File: src/rtl/osc_channel_scheduler.sv
// osc_channel_scheduler
//   One 16-bit coupled sine/cosine update engine shared by NCH waveform
//   channels. Each channel keeps its own sine/cos state, rate divider and
//   output mode. Due channels are granted round-robin. 8-bit samples leave
//   on a valid/ready stream.
//
// Build option
//   OSC_OVERRUN_EN : adds the 'overrun' output. It holds one sticky bit per
//                    channel, set when a tick is dropped. Without it, dropped
//                    ticks are discarded silently.
//
// Ports
//   clk, rst     clock (rising edge), asynchronous active-high reset
//   start        pulse: set running, restart all divider counters at 0
//   stop         pulse: clear running and every pending flag (wins over start)
//   cfg_we       config strobe for channel cfg_ch: reload its sine/cos,
//                clear counter/pending, update cfg_div / cfg_mode
//   cfg_div      tick period minus 1 (0 = due every cycle)
//   cfg_mode     0 = raw sine[15:8], 1 = full-wave rectified
//   out_valid    sample available          out_ready  sink accepts it
//   out_ch       channel of out_sample     out_sample 8-bit sample
//   busy         engine not idle
//   o_dbg_state  current engine FSM state (IDLE=0 LOAD=1 SIN=2 COS=3 EMIT=4)
//   overrun      (OSC_OVERRUN_EN only) sticky dropped-tick flag per channel
//
// Stream handshake: out_valid rises when EMIT is entered. out_ch and
// out_sample hold steady until the cycle in which out_valid & out_ready are
// both high. The sample transfers on that rising edge. out_valid never drops
// before the transfer, except on rst.
module osc_channel_scheduler #(
    parameter int                 NCH      = 4,
    parameter int                 SHIFT    = 6,
    parameter logic signed [15:0] INIT_AMP = 16'sd30000,
    parameter int                 DIV_W    = 16,
    localparam int                CW       = $clog2(NCH)
) (
    input  logic             clk,
    input  logic             rst,
    input  logic             start,
    input  logic             stop,
    input  logic             cfg_we,
    input  logic [CW-1:0]    cfg_ch,
    input  logic [DIV_W-1:0] cfg_div,
    input  logic             cfg_mode,
    output logic             out_valid,
    input  logic             out_ready,
    output logic [CW-1:0]    out_ch,
    output logic [7:0]       out_sample,
    output logic             busy,
`ifdef OSC_OVERRUN_EN
    output logic [NCH-1:0]   overrun,
`endif
    output logic [2:0]       o_dbg_state
);

    typedef enum logic [2:0] {
        S_IDLE = 3'd0,
        S_LOAD = 3'd1,
        S_SIN  = 3'd2,
        S_COS  = 3'd3,
        S_EMIT = 3'd4
    } state_t;

    state_t             r_state, w_next;
    logic               r_running;
    logic [CW-1:0]      r_rr, r_ch, r_out_ch;
    logic [7:0]         r_out_sample;
    logic               r_kill;          // in-flight channel was reconfigured
    logic signed [15:0] r_s, r_c;

    logic signed [15:0] r_sin [NCH];
    logic signed [15:0] r_cos [NCH];
    logic [DIV_W-1:0]   r_div [NCH];
    logic [DIV_W-1:0]   r_cnt [NCH];
    logic [NCH-1:0]     r_mode, r_pending;

    logic [NCH-1:0]     w_tick, w_cfg_hit, w_in_flight;
    logic               w_grant_valid;
    logic [CW-1:0]      w_grant_ch, w_rr_next;
    logic signed [15:0] w_s_next, w_c_next;
    logic [7:0]         w_raw, w_sample;
    logic               w_start_go, w_cfg_on_engine, w_wb_en, w_grant_take;

    assign w_start_go      = start && !stop;
    assign w_cfg_on_engine = cfg_we && (cfg_ch == r_ch);
    assign w_grant_take    = (r_state == S_IDLE) && w_grant_valid;

    always_comb begin
        w_tick      = '0;
        w_cfg_hit   = '0;
        w_in_flight = '0;
        for (int i = 0; i < NCH; i++) begin
            w_tick[i]      = r_running && (r_cnt[i] == r_div[i]);
            w_cfg_hit[i]   = cfg_we && (cfg_ch == CW'(i));
            w_in_flight[i] = (r_state != S_IDLE) && (r_ch == CW'(i));
        end
    end

    // Round-robin: scan from the far end back toward r_rr, so the pending
    // channel closest to r_rr (inclusive) is the one left standing.
    always_comb begin
        logic [CW:0] v_idx;
        logic [CW:0] v_nxt;
        v_idx         = '0;
        v_nxt         = '0;
        w_grant_valid = 1'b0;
        w_grant_ch    = '0;
        for (int k = NCH - 1; k >= 0; k--) begin
            v_idx = {1'b0, r_rr} + (CW + 1)'(k);
            if (v_idx >= (CW + 1)'(NCH))
                v_idx = v_idx - (CW + 1)'(NCH);
            if (r_pending[v_idx[CW-1:0]]) begin
                w_grant_valid = 1'b1;
                w_grant_ch    = v_idx[CW-1:0];
            end
        end
        v_nxt = {1'b0, w_grant_ch} + (CW + 1)'(1);
        if (v_nxt == (CW + 1)'(NCH))
            v_nxt = '0;
        w_rr_next = v_nxt[CW-1:0];
    end

    // In SIN, r_s still holds the old sine. In COS, r_s already holds s',
    // so the cosine update uses the new sine.
    assign w_s_next = r_s + (r_c >>> SHIFT);
    assign w_c_next = r_c - (r_s >>> SHIFT);
    assign w_raw    = r_s[15:8];

    always_comb begin
        w_sample = w_raw;
        if (r_mode[r_ch] && w_raw[7]) begin
            if (w_raw == 8'h80)
                w_sample = 8'h7F;                  // |-128| saturates
            else
                w_sample = 8'(~w_raw + 8'd1);
        end
    end

    // Write-back happens once, on the COS -> EMIT edge, unless the channel
    // was reconfigured while in flight.
    assign w_wb_en = (r_state == S_COS) && !r_kill && !w_cfg_on_engine;

    always_comb begin
        w_next = r_state;
        case (r_state)
            S_IDLE:  if (w_grant_valid) w_next = S_LOAD;
            S_LOAD:  w_next = S_SIN;
            S_SIN:   w_next = S_COS;
            S_COS:   w_next = S_EMIT;
            S_EMIT:  if (out_ready) w_next = S_IDLE;
            default: w_next = S_IDLE;
        endcase
    end

    always_ff @(posedge clk or posedge rst) begin
        if (rst) r_state <= S_IDLE;
        else     r_state <= w_next;
    end

    always_ff @(posedge clk or posedge rst) begin
        if (rst) begin
            r_rr         <= '0;
            r_ch         <= '0;
            r_kill       <= 1'b0;
            r_s          <= '0;
            r_c          <= '0;
            r_out_ch     <= '0;
            r_out_sample <= '0;
        end else begin
            case (r_state)
                S_IDLE: begin
                    if (w_grant_valid) begin
                        r_ch   <= w_grant_ch;
                        r_rr   <= w_rr_next;
                        r_kill <= 1'b0;
                    end
                end
                S_LOAD: begin
                    r_s <= r_sin[r_ch];
                    r_c <= r_cos[r_ch];
                    if (w_cfg_on_engine) r_kill <= 1'b1;
                end
                S_SIN: begin
                    r_s <= w_s_next;
                    if (w_cfg_on_engine) r_kill <= 1'b1;
                end
                S_COS: begin
                    r_c          <= w_c_next;
                    r_out_ch     <= r_ch;
                    r_out_sample <= w_sample;
                end
                default: ;
            endcase
        end
    end

    always_ff @(posedge clk or posedge rst) begin
        if (rst)             r_running <= 1'b0;
        else if (stop)       r_running <= 1'b0;
        else if (w_start_go) r_running <= 1'b1;
    end

    // Per-channel state. A config write beats anything else that happens to
    // the same channel in that cycle, including a tick.
    always_ff @(posedge clk or posedge rst) begin
        if (rst) begin
            for (int i = 0; i < NCH; i++) begin
                r_sin[i]     <= '0;
                r_cos[i]     <= INIT_AMP;
                r_div[i]     <= '0;
                r_cnt[i]     <= '0;
                r_mode[i]    <= 1'b0;
                r_pending[i] <= 1'b0;
            end
        end else begin
            for (int i = 0; i < NCH; i++) begin
                if (w_cfg_hit[i]) begin
                    r_sin[i]     <= '0;
                    r_cos[i]     <= INIT_AMP;
                    r_div[i]     <= cfg_div;
                    r_mode[i]    <= cfg_mode;
                    r_cnt[i]     <= '0;
                    r_pending[i] <= 1'b0;
                end else begin
                    if (w_start_go)
                        r_cnt[i] <= '0;
                    else if (r_running)
                        r_cnt[i] <= w_tick[i] ? '0 : r_cnt[i] + 1'b1;

                    // A tick that lands while pending or in flight is lost.
                    if (stop)
                        r_pending[i] <= 1'b0;
                    else if (w_grant_take && (w_grant_ch == CW'(i)))
                        r_pending[i] <= 1'b0;
                    else if (w_tick[i] && !w_in_flight[i])
                        r_pending[i] <= 1'b1;

                    if (w_wb_en && (r_ch == CW'(i))) begin
                        r_sin[i] <= r_s;
                        r_cos[i] <= w_c_next;
                    end
                end
            end
        end
    end

`ifdef OSC_OVERRUN_EN
    logic [NCH-1:0] r_overrun;

    always_ff @(posedge clk or posedge rst) begin
        if (rst) begin
            r_overrun <= '0;
        end else begin
            for (int i = 0; i < NCH; i++) begin
                if (w_cfg_hit[i])
                    r_overrun[i] <= 1'b0;
                else if (w_tick[i] && (r_pending[i] || w_in_flight[i]))
                    r_overrun[i] <= 1'b1;
            end
        end
    end

    assign overrun = r_overrun;
`else
    // Dropped ticks leave no trace in this build.
`endif

    assign out_valid   = (r_state == S_EMIT);
    assign busy        = (r_state != S_IDLE);
    assign out_ch      = r_out_ch;
    assign out_sample  = r_out_sample;
    assign o_dbg_state = r_state;

endmodule

File: config.mk
export PLATFORM = sky130hd
export DESIGN_NAME = osc_channel_scheduler
export DESIGN_NICKNAME = d
export VERILOG_FILES = /design/src/rtl/osc_channel_scheduler.sv
export SDC_FILE = /design/constraint.sdc
export NUM_CORES = 1
export LEC_CHECK = 0
export CELL_PAD_IN_SITES_DETAIL_PLACEMENT = 0
export CELL_PAD_IN_SITES_GLOBAL_PLACEMENT = 1
export CORE_UTILIZATION = 53
export DETAILED_ROUTE_END_ITERATION = 12
export PLACE_DENSITY_LB_ADDON = 0.1
export SLEW_MARGIN = 10
export SYNTH_ARGS = -nofsm -noshare
export SYNTH_HDL_FRONTEND = slang
export SYNTH_SLANG_ARGS = --single-unit
File: constraint.sdc
create_clock -name clk -period 19.7 [get_ports clk]
set_input_delay 1.97 -clock clk [delete_from_list [all_inputs] [get_ports clk]]
set_output_delay 1.97 -clock clk [all_outputs]
set_load 0.02 [all_outputs]
After elaboration in Yosys (flattened, before gate mapping) --
Cells that the tools add are included.
Operators by class: magnitude comparators 10, $add $sub $neg 15, reduce and logical (&&, ||, !) cells 62, equal/unequal tests 23, muxes and demuxes 89, bitwise logic cells 2
Operators by type and width (count):
- $mux W16 | 36
- $add A16 B1 Y16 const B | 4
- $bmux W16 S2 | 2
- $eq A16 B16 Y1 | 4
- $pmux W16 S2 | 2
- $logic_and A1 B1 Y1 | 30
- $mux W1 | 29
- $mux W2 | 9
- $add A16 B10 Y16 | 1
- $mux W8 | 2
- $reduce_bool A2 Y1 | 8
- $reduce_bool A4 Y1 | 4
- $sub A16 B10 Y16 | 1
- $lt A2 B3 Y1 const B | 5
- $pmux W3 S5 | 1
- $reduce_bool A3 Y1 | 5
- $eq A2 B2 Y1 const B | 6
- $ge A3 B3 Y1 const B | 4
- $bmux W1 S2 | 5
- $add A8 B1 Y8 const B | 1
- $eq A8 B8 Y1 const B | 1
- $not A8 Y8 | 1
- $sub A2 B1 Y2 const B | 4
- $logic_not A1 Y1 | 7
- 18 further kinds | 29
Storage, ports and cells: output and inout bits 15, input bits 25, bits in registers 315, word-level logic and storage cells 234

Logic depth before layout (Yosys ltp) --
word-level depth 14, mapped depth 10, mapped depth without buffers 10

Worst setup path before layout --
No wires, ideal clock.
path type input port to flip-flop, start point input cfg_we, end point register r_cnt[15] in the netlist's numbering, path buffers 2, stages on the path 8, slack 16.178 ns, library setup time 0.121 ns, required time 19.579 ns, arrival 3.401 ns, cell sequence buf_4 and3_1 buf_4 o31ai_1 or4_4 nor3_2 xnor2_1 nor2_1
Between the ends: cells in the longest elaborated chain, start to end 2, elaborated cells on any way between the ends 3, classes of those cells mux (1); reduce/logical (2)
RTL lines:
- from (decl) | RTL line 41 | input logic cfg_we,
- $logic_and A1 B1 Y1 (*) | RTL line 94 | w_cfg_hit[i] = cfg_we && (cfg_ch == CW'(i));
- $reduce_bool A3 Y1 (no source line) / $mux W16 (equally long branches)
- to (signal, indexed assignment) | RTL line 228 | r_cnt[i] <= w_tick[i] ? '0 : r_cnt[i] + 1'b1;
- to (decl) | RTL line 74 | logic [DIV_W-1:0] r_cnt [NCH];
Every way passes the cells marked *; elsewhere a longest branch is shown, timed or not. A chain may end at the register's enable or synchronous reset.

Worst setup path in the final report --
start point input cfg_ch[1], end point register r_sin[13] in the netlist's numbering
Between the ends: cells in the longest elaborated chain, start to end 6, elaborated cells on any way between the ends 9, classes of those cells eq/ne (2); mux (1); reduce/logical (6)
RTL lines:
- from (decl) | RTL line 42 | input logic [CW-1:0] cfg_ch,
- $eq A2 B2 Y1 | RTL line 85 | assign w_cfg_on_engine = cfg_we && (cfg_ch == r_ch);
- $logic_and A1 B1 Y1 | RTL line 85
- $logic_not A1 Y1 | RTL line 141 | assign w_wb_en = (r_state == S_COS) && !r_kill && !w_cfg_on_engine;
- $logic_and A1 B1 Y1 | RTL line 141
- $logic_and A1 B1 Y1 | RTL line 238 | if (w_wb_en && (r_ch == CW'(i))) begin
- $reduce_bool A2 Y1 (no source line)
- to (signal, indexed assignment) | RTL line 239 | r_sin[i] <= r_s;
- to (decl) | RTL line 71 | logic signed [15:0] r_sin [NCH];
Parallel ways exist; a longest one is shown, timed or not.

==> impl_results.md <==
- Main combinational cell family by area after synthesis: simple AND/OR/NAND/NOR gates
- Skew final: 0.0146 ns
- DIE AREA: 31700 sq um
- Worst path bufs/invs: 1
- Maximum clock frequency: 0.213 GHz
- DR vias/cell: 6.04
- Worst path max stage delay: 1.02 ns
- Leak: 8.14 nW
- # IOs: 40
- Total Routing Usage GR: 29.7%
- Synthesis-stage register bit count: 315
- Final ANT Viol Nets: 0
- Post-synth EDFFs: 0
- Post-Syn Instances: 1757
- Synth Area in XOR/XNOR: 7.10%
- Die width: 178 microns
- Area Growth Syn to Fin: 11.8%
- Yosys cell types: 70
- Remaining global-route overflow: 0
- Maximum vdd drop: 0.0791 mV
- First-pass GRT wire length: 72.0 mm
- Min Tclk post-route: 4.69 ns
- Netlist Area Pre-Place: 16400 sq um
- Synthesized Nets: 1824
- Synth Area in Compound Gates: 12.6%
- Largest net degree at the start of global routing: 88
- Critical Path RT: 20.05 ns
- CP Class: input port to register
- Synth Area in Simple Gates: 20.4%
- CP delay by family, top: simple AND/OR/NAND/NOR gates
- Initial Utilization: 53.8%
- Port buffer count: 39
- GPL Wtd Cong: 0.844
- Crit path cell chain: clkdlybuf4s50_1, xnor2_1, a311oi_2, nand3_2, nand3_1, o21ai_0
- Layout Utilization: 60.1%
- RSZ-0062 raised after global routing: false
- Clock buffer depth: 3
- Row Count: 64
- Post-CTS setup buffer count: 0
- Critical path arrival: 5.04 ns
- Status: finished, final reports clean
- Post-synthesis sequential area ratio: 48.2%
- Post-route DRC violation count: 0
- Worst Hold Slack: 0.479 ns
- Yosys warning count: 0
- Die Ht: 178 microns
- Vias: 13.2k
- Max_cap viols: 0
- WHS Path Cells: 2
- DP Wirelength: 29.3 mm
- Final nets: 1827
- Ys async rst share: 100%
- Worst Hold Class: register to register
- Crit Path Max Fanout: 56
- Clock root buffer: clkbuf_16
- Core Area: 30500 sq um
- Levels on crit path: 6
- Total CTS buffers: 37
- Vias in the first global route: 12.7k
- CTS tree: built
- Routed wire length: 45.4 mm
- Startpoint types: input port
- Maximum level of the CTS H-tree: 2
- Post-Synth Adder-Cell Area: 3.29%
- Slew @ Worst Pin: 1.20 ns
- Routed len/inst: 20.8 microns
- Num Clock Sinks: 315
- Starting DRT DRC Count: 1228
- Initial antenna violation count: 0
- Synthesized area per cell: 9.34 sq um
- Layout cell share with drive strength beyond 1: 9.50%
- Synth Flop Type: dfrtp_1
- Worst Setup End Kind: register
- Clock transition at the registers of the reported paths: 0.06 ns
- Diode count: 0
- Drt first pass iters: 7
- PD cells: 140 nW/um^2
- Final Cycle Share: 23.8%
- Slew margin rel.: 19.9%
- Later-pin clock latency in the skew report: 0.53 ns
- Register-to-Register Path Depth: 5
- Slew Viols, Final: 0
- Post-CTS sizing: 0
- Setup_tns: 0 ns
- Hold Vio Cnt, Final: 0
- Hold-fix buffers, CTS: 0
- Finish-stage setup viols: 0
- Mux contribution to synthesized area: 5.05%
- CP max stage cell: nand3_2
## worst paths after layout
check,from,end,slack (ns)
min reg2reg,r_mode[1]$_DFFE_PP0P_,r_mode[1]$_DFFE_PP0P_,0.48
min,r_mode[1]$_DFFE_PP0P_,r_mode[1]$_DFFE_PP0P_,0.48
max in group asynchronous,rst,r_ch[0]$_DFFE_PP0N_,16.19
max,cfg_ch[1],r_sin[13]$_DFFE_PP0P_,15.01
max reg2reg,o_dbg_state[0]$_DFFE_PP0P_,r_sin[13]$_DFFE_PP0P_,16.20
min in group asynchronous,rst,r_div[15]$_DFFE_PP0P_,1.93
## synthesized netlist by cell type (all sizes together), types with 5 or more instances
cell type,count,area share [%]
mux2i,12,0.73
a21oi,63,1.9
nand3,145,4.4
nand2b,10,0.38
nor2b,10,0.38
nand3b,7,0.32
nor3,28,0.95
and2,8,0.30
o21ai,157,4.8
a31oi,6,0.23
a21o,6,0.27
inv,36,0.82
o21a,16,0.73
dfstp,28,4.5
clkbuf,72,1.7
dfrtp,287,44
xnor2,85,4.5
or3,5,0.19
a221oi,6,0.32
xor2,48,2.6
buf,24,0.75
nor2,113,2.6
or2,5,0.19
nor4,8,0.34
nand2,352,8.1
ha,40,3.0
o31ai,15,0.69
and3,13,0.50
mux4,30,4.1
a22oi,7,0.32
a211oi,16,0.73
nand4,36,1.4
o211ai,7,0.32
## through the flow
| stage | cell area [sq um] | setup slack, ns | power [W] | instances |
|---|---|---|---|---|
| after detailed placement | 17100 | 14.52 | 0.00187 | 2117 |
| after floorplan | 16400 | 9.06 | 0.00157 | 1757 |
| after CTS | 18300 | 15.03 | 0.00258 | 2185 |
| after global placement | 17100 | 14.65 | 0.00186 | 2117 |
| after global routing | 18300 | 14.83 | 0.00273 | 2185 |
| final | 18300 | 15.01 | 0.00258 | 2185 |
## cells in the final DEF, fill, tap and decap left out, types with 6 or more instances in the layout
cell type        Yosys  final
a211oi_1            16     16
a21o_1               6      6
a21oi_1             63     63
a221oi_1             6      6
a22oi_1              7      7
a31oi_1              6      6
and2_1               8      8
and3_1              13     13
buf_4                4     21
clkbuf_16            0     39
clkbuf_8             0     11
clkdlybuf4s50_1      0     39
clkinv_2             0      8
dfrtp_1            287    285
dfstp_2             28     28
ha_1                40     40
inv_1               36     35
mux2i_1             12     12
mux4_2              30     30
nand2_1            352    350
nand2b_1            10     10
nand3_1            145    143
nand3b_1             7      7
nand4_1             36     36
nor2_1             113    112
nor2b_1             10     10
nor3_1              25     25
nor4_1               7      7
o211ai_1             7      7
o21a_1              16     16
o21ai_0            157    157
o31ai_1             15     15
xnor2_1             85     85
xor2_1              48     48
## layer usage
| metal | wire length, microns | GRT usage [%] | vias up | share of wire, % |
|---|---|---|---|---|
| li1 | - | - | 6144 | - |
| met4 | 735 | 6.59 | 0 | 1.6 |
| met5 | 0 | 0 | - | 0 |
| met3 | 3270 | 5.12 | 55 | 7.2 |
| met1 | 21500 | 45.1 | 6576 | 47 |
| met2 | 19900 | 44.0 | 418 | 44 |
## state kept, by name, indices dropped and copies added (netlist names), 8 cells and up
signal      flops
r_cnt          64
r_cos          64
r_div          64
r_sin          64
r_c            16
r_s            16
out_sample      8
## where the power goes
part           leakage, nW  internal (W)  switching [W]
sequential            4.08      0.000760       0.000113
combinational         3.45      0.000382       0.000624
clock                0.616      0.000417       0.000279
total                 8.14       0.00156        0.00102
## cell type report
type	count	area [sq um]
clock buffers	55	1150
clock inverters	13	101
fillers	2632	12200
inverters	39	154
multi-input cells	1307	7980
flip-flops and latches	315	7920
well taps	396	495
repair buffers	60	548
## cell families after synthesis
| group | after synthesis |
|---|---|
| AOI/OAI and AO/OA | 340 |
| xor gates and xnor gates | 133 |
| adders and majority gates | 42 |
| buffers and inverters | 135 |
| DFF | 315 |
| muxes | 45 |
| and+or+nand+nor | 747 |
## worst register-to-register path: stages, from the launching register on
cell and delay, ns:
dfrtp_1 0.63, nand3b_1 0.42, a311oi_2 0.72, nand3_2 1.02, nand3_1 0.40, o21ai_0 0.14
Note: power is estimated with default switching activity, not from simulation.
